`src/rtl/uart_rx.sv`:
```
// ---------------------------------------------------------------------------
// uart_rx
//   8N1-style UART receiver. The asynchronous serial line is brought into the
//   i_clk domain by a two-flop synchronizer. The synchronized line is then
//   sampled at the nominal middle of every bit, and the received word is
//   presented on a parallel bus.
//
//   Handshake: o_valid is a single-cycle strobe. It rises in the same cycle
//   that o_data takes the new word. There is no ready input, so a consumer
//   must capture o_data on o_valid or later. o_data holds its value until the
//   next correctly framed word arrives. o_frame_err is a single-cycle strobe
//   for a frame whose stop bit was sampled low. It never coincides with
//   o_valid.
//
// Ports
//   i_clk        system clock
//   i_rst        synchronous, active-high reset
//   i_rx         asynchronous serial line, idles high
//   o_data       last correctly framed word (DATA_BITS wide)
//   o_valid      one-cycle pulse when o_data is updated
//   o_frame_err  one-cycle pulse when the stop bit is sampled low
//   o_busy       high whenever the receiver is not idle
//   o_state      current FSM state, for observation
// ---------------------------------------------------------------------------
module uart_rx #(
  parameter int CLKS_PER_BIT = 104,
  parameter int DATA_BITS    = 8
) (
  input  logic                 i_clk,
  input  logic                 i_rst,
  input  logic                 i_rx,
  output logic [DATA_BITS-1:0] o_data,
  output logic                 o_valid,
  output logic                 o_frame_err,
  output logic                 o_busy,
  output logic [2:0]           o_state
);

  localparam int CW = $clog2(CLKS_PER_BIT);
  localparam int BW = $clog2(DATA_BITS);

  // The start bit is checked half a bit in. Every later sample is taken one
  // full bit period after the previous one, so it lands mid-bit.
  localparam logic [CW-1:0] HALF_TC  = CW'(CLKS_PER_BIT / 2 - 1);
  localparam logic [CW-1:0] FULL_TC  = CW'(CLKS_PER_BIT - 1);
  localparam logic [BW-1:0] LAST_BIT = BW'(DATA_BITS - 1);

  typedef enum logic [2:0] {
    S_IDLE      = 3'd0,
    S_START     = 3'd1,
    S_DATA      = 3'd2,
    S_STOP      = 3'd3,
    S_WAIT_HIGH = 3'd4
  } state_e;

  state_e               state_q, state_d;
  logic                 rx_meta_q, rx_s_q;
  logic [CW-1:0]        cnt_q, cnt_d;
  logic [BW-1:0]        bit_q, bit_d;
  logic [DATA_BITS-1:0] shift_q, shift_d;
  logic [DATA_BITS-1:0] data_q, data_d;
  logic                 valid_q, valid_d;
  logic                 ferr_q, ferr_d;

  logic half_tc, full_tc, last_bit;

  assign half_tc  = (cnt_q == HALF_TC);
  assign full_tc  = (cnt_q == FULL_TC);
  assign last_bit = (bit_q == LAST_BIT);

  // Synchronizer flops reset to the idle level. This keeps a reset release
  // from looking like a start bit.
  always_ff @(posedge i_clk) begin
    if (i_rst) begin
      rx_meta_q <= 1'b1;
      rx_s_q    <= 1'b1;
    end else begin
      rx_meta_q <= i_rx;
      rx_s_q    <= rx_meta_q;
    end
  end

  // State register together with its datapath registers.
  always_ff @(posedge i_clk) begin
    if (i_rst) begin
      state_q <= S_IDLE;
      cnt_q   <= '0;
      bit_q   <= '0;
      shift_q <= '0;
      data_q  <= '0;
      valid_q <= 1'b0;
      ferr_q  <= 1'b0;
    end else begin
      state_q <= state_d;
      cnt_q   <= cnt_d;
      bit_q   <= bit_d;
      shift_q <= shift_d;
      data_q  <= data_d;
      valid_q <= valid_d;
      ferr_q  <= ferr_d;
    end
  end

  // Next-state logic.
  always_comb begin
    state_d = state_q;
    case (state_q)
      S_IDLE:      if (!rx_s_q) state_d = S_START;
      S_START:     if (half_tc) state_d = rx_s_q ? S_IDLE : S_DATA;
      S_DATA:      if (full_tc && last_bit) state_d = S_STOP;
      S_STOP:      if (full_tc) state_d = rx_s_q ? S_IDLE : S_WAIT_HIGH;
      S_WAIT_HIGH: if (rx_s_q) state_d = S_IDLE;
      default:     state_d = S_IDLE;
    endcase
  end

  // Datapath next values: counters, shift register and result strobes.
  always_comb begin
    cnt_d   = cnt_q;
    bit_d   = bit_q;
    shift_d = shift_q;
    data_d  = data_q;
    valid_d = 1'b0;
    ferr_d  = 1'b0;
    case (state_q)
      S_IDLE: begin
        cnt_d = '0;
        bit_d = '0;
      end
      S_START: begin
        if (half_tc) begin
          cnt_d = '0;
          bit_d = '0;
        end else begin
          cnt_d = cnt_q + CW'(1);
        end
      end
      S_DATA: begin
        if (full_tc) begin
          cnt_d          = '0;
          shift_d[bit_q] = rx_s_q;
          bit_d          = last_bit ? '0 : bit_q + BW'(1);
        end else begin
          cnt_d = cnt_q + CW'(1);
        end
      end
      S_STOP: begin
        if (full_tc) begin
          cnt_d = '0;
          if (rx_s_q) begin
            data_d  = shift_q;
            valid_d = 1'b1;
          end else begin
            ferr_d = 1'b1;
          end
        end else begin
          cnt_d = cnt_q + CW'(1);
        end
      end
      default: begin
        cnt_d = '0;
        bit_d = '0;
      end
    endcase
  end

  // Outputs. o_busy decodes the state directly, so it has no added latency.
  always_comb begin
    o_busy      = (state_q != S_IDLE);
    o_state     = state_q;
    o_data      = data_q;
    o_valid     = valid_q;
    o_frame_err = ferr_q;
  end

endmodule

```
`config.mk`:
```
export PLATFORM = sky130hd
export DESIGN_NAME = uart_rx
export DESIGN_NICKNAME = d
export VERILOG_FILES = /design/src/rtl/uart_rx.sv
export SDC_FILE = /design/constraint.sdc
export NUM_CORES = 1
export LEC_CHECK = 0
export CAP_MARGIN = 30
export CORE_MARGIN = 2
export CORE_UTILIZATION = 55
export CTS_BUF_LIST = sky130_fd_sc_hd__clkbuf_4
export DETAILED_ROUTE_END_ITERATION = 10
export PLACE_DENSITY_LB_ADDON = 0.15
export SLEW_MARGIN = 30
export SYNTH_ARGS = -nofsm -noshare
export SYNTH_HDL_FRONTEND = slang
export SYNTH_SLANG_ARGS = --single-unit
```
`constraint.sdc`:
```
create_clock -name i_clk -period 2.1 [get_ports i_clk]
set_input_delay 0.63 -clock i_clk [delete_from_list [all_inputs] [get_ports i_clk]]
set_output_delay 0.63 -clock i_clk [all_outputs]
set_load 0.03 [all_outputs]
```
==> metrics.md <==
| Metric | Value |
|---|---|
| Worst-path fanout max | 2 |
| Worst Max-Slew Pin Slew | roughly 470 ps |
| Setup TNS | 0 ps |
| Synth Area per Inst | ~9.6 sq um |
| TritonCTS clock tree | yes |
| Die width | 56.6 um |
| HPWL Detailed | about 2200 um |
| Post-route ant nets | 0 |
| GP Congestion | around 0.87 |
| Area growth syn-to-layout | 16.9% |
| Worst EP arrival | about 1400 ps |
| Initial Util | 56.6% |
| Sequential area share after synthesis | 43.4% |
| Total grt overflow | 0 |
| Final WS setup | 109 ps |
| Clock Path Buffers | 2 |
| Die area | about 3200 sq um |
| Most area-consuming cells after synthesis | dfxtp_1, mux2i_1, nor2_1 |
| Max Cap Viol | 0 |
| RSZ-0062 raised after global routing | false |
| N_diodes | 0 |
| Vias in the first global route | about 1200 |
| Period utilization | 94.8% |
| Sw power | 235 uW |
| Worst setup SP type | register |
| Post-CTS sizing | 4 |
| Clock Power Share | 32.6% |
| Adder-cell area share of the yosys netlist | 2.47% |
| Largest family of logic cells by synthesized area | simple AND/OR/NAND/NOR gates |
| FF+latch count, synth | 33 |
| Post-DR wirelength/cell | 14.3 um |
| Post-CTS Setup Bufs | 0 |
| Worst Clk Skew | 11.6 ps |
| Clk sinks | 33 |
| Synth Area in Compound Gates | roughly a tenth |
| Final Hold Viols | 0 |
| P_int | 785 uW |
| Comb power frac | 5.2% |
| Final setup viols | 0 |
| 1st-iter DRT viols | 29 |
| Syn Nets | 164 |
| P_leak | 0.731 nW |
| Reg clk slew, reported paths | approximately 100 ps |
| First-pass GRT wire length | 5290 um |
| Synth unique cells | between 40 and 50 |
| Fmax | 502 MHz |
| Hold Crit Class | register to register |
| Required time worst endpoint | 1470 ps |
| Critical Path End Type | primary output |
| Synth top area share | a little over two fifths |
| First drt pass iteration count | 5 |
| Commonest non-fill, non-tap cell in the layout | dfxtp_1 |
| Final hold slack | 434 ps |
| # DRC | 0 |
| Pwr Density | 573 nW/um^2 |
| Worst-Skew Late Latency | 330 ps |
| Antenna violations before repair | 0 |
| # hold bufs at CTS | 0 |
| Row count | 19 |
| Status | finished, final reports clean |
| CTS H-tree depth | 2 |
| IO Count | 17 |
| Sw frac | approximately 23% |
| CTS buffer count | 5 |
| Critical path class | register to primary output |
| Largest net degree at the start of global routing | 21 |
| Mapped Area | 1520 sq um |
| Simple-Gate Fraction of Synth Area | roughly 28% |
| WL final | roughly 3000 um |
| CTS root buf | clkbuf_4 |
| Final layout net count | 186 |
| Max rail drop VDD | 0.000530 V |
| Gate Count Post-Synth | 158 |
| Core Util, Final | 66.2% |
| Min Tclk post-route | ~2000 ps |
| Mux cell area share after synthesis | 10.5% |
| Most frequent cells in the layout | dfxtp_1, nor2_1, mux2i_1, clkdlybuf4s50_1, nand3_1 |
| Routed vias | 1248 |
| YS warnings | 0 |
| Via density | 5.91 |
| Setup slack at placement | roughly 120 ps |
| Die Height | 56.6 um |
| PortBufs | 16 |
| Cell taking the most area after synthesis | dfxtp_1 |
| Power share of the sequential group | 62.1% |
| Synth Area in XOR/XNOR | 2.30% |
| GRT Resource Usage Total | a little over a fifth |
| Core area | 2690 sq um |
| Share of layout cells above drive strength 1 | 14.4% |
| Slew headroom | between 60 and 70% |
| Final Slew Violations | 0 |
## synth_stat cells, drive strengths merged
cell type	number
o211ai	1
xnor2	1
or2	3
clkbuf	3
nor3	9
nand3b	1
and4b	2
a21oi	3
or3	2
o22ai	1
o32a	2
nor4b	2
a22oi	1
buf	7
a32o	3
xor2	3
and3	1
nor4bb	1
inv	1
nand3	12
o21a	1
o21ai	3
a221oi	1
nor2	22
nand2	7
mux2i	16
dfxtp	33
nand4b	1
and3b	1
nor4	2
a211oi	1
ha	3
and4bb	2
o41ai	1
nand2b	2
clkinvlp	1
o221ai	1
nor2b	1
## sequential cells by signal, summed over array words and instances (netlist names)
signal / count
bit_q: 3
cnt_q: 7
o_data: 8
o_frame_err: 1
o_state: 3
o_valid: 1
rx_meta_q: 1
rx_s_q: 1
shift_q: 8
## worst paths after layout
path                                   to  slack, ps                    start  cells past startpoint
hold reg to reg         rx_s_q$_SDFF_PP1_        430     rx_meta_q$_SDFF_PP1_                      1
setup reg to reg  o_state[2]$_SDFFE_PP0P_        340      cnt_q[0]$_SDFF_PP0_                      5
hold / removal          rx_s_q$_SDFF_PP1_        430     rx_meta_q$_SDFF_PP1_                      1
setup / recovery                   o_busy        110  o_state[2]$_SDFFE_PP0P_                      2
## cell families after synthesis
kind of cell             after synthesis
adder cells (fa/ha/maj)                3
buffers and inverters                 12
AO/OA/AOI/OAI                         19
XOR/XNOR                               4
flip-flops                            33
AND/OR/NAND/NOR                       71
multiplexers                          16
## routing by layer
metal	wire length (um)	up-vias	GRT usage [%]
li1	-	619	-
met1	1320	597	24.5
met2	1500	22	35.5
met3	119	10	6.68
met4	77	0	12.2
met5	0	-	0
## per-stage QoR
step	power, mW	instance area (sq um)	instances
3_3_place_gp	0.702	1740	204
6_report	1.02	1780	211
3_5_place_dp	0.704	1740	204
2_1_floorplan	0.682	1520	158
4_1_cts	1.04	1780	211
5_1_grt	1.06	1780	211
## critical path: stages (launching register included)
cell,delay [ps]
dfxtp_1,320
or3_1,350
dlygate4sd2_1,360
## layout make-up
class / count / area [sq um]
Clock buffer: 6 / 45.0
Clock inverter: 1 / 3.75
Fill cell: 231 / 907
Inverter: 2 / 8.76
Multi-Input combinational cell: 113 / 800
Sequential cell: 33 / 661
Tap cell: 31 / 38.8
Timing Repair Buffer: 25 / 223
## power by group through the flow
stage | sequential (mW) | combinational, mW | clock [mW]
finish | 0.633 | 0.0532 | 0.333
CTS | 0.634 | 0.0533 | 0.349
detailed placement | 0.648 | 0.0554 | 0
global route | 0.634 | 0.0575 | 0.369
floorplan | 0.650 | 0.0327 | 0
global placement | 0.648 | 0.0537 | 0
Note: power is estimated with default switching activity, not from simulation.
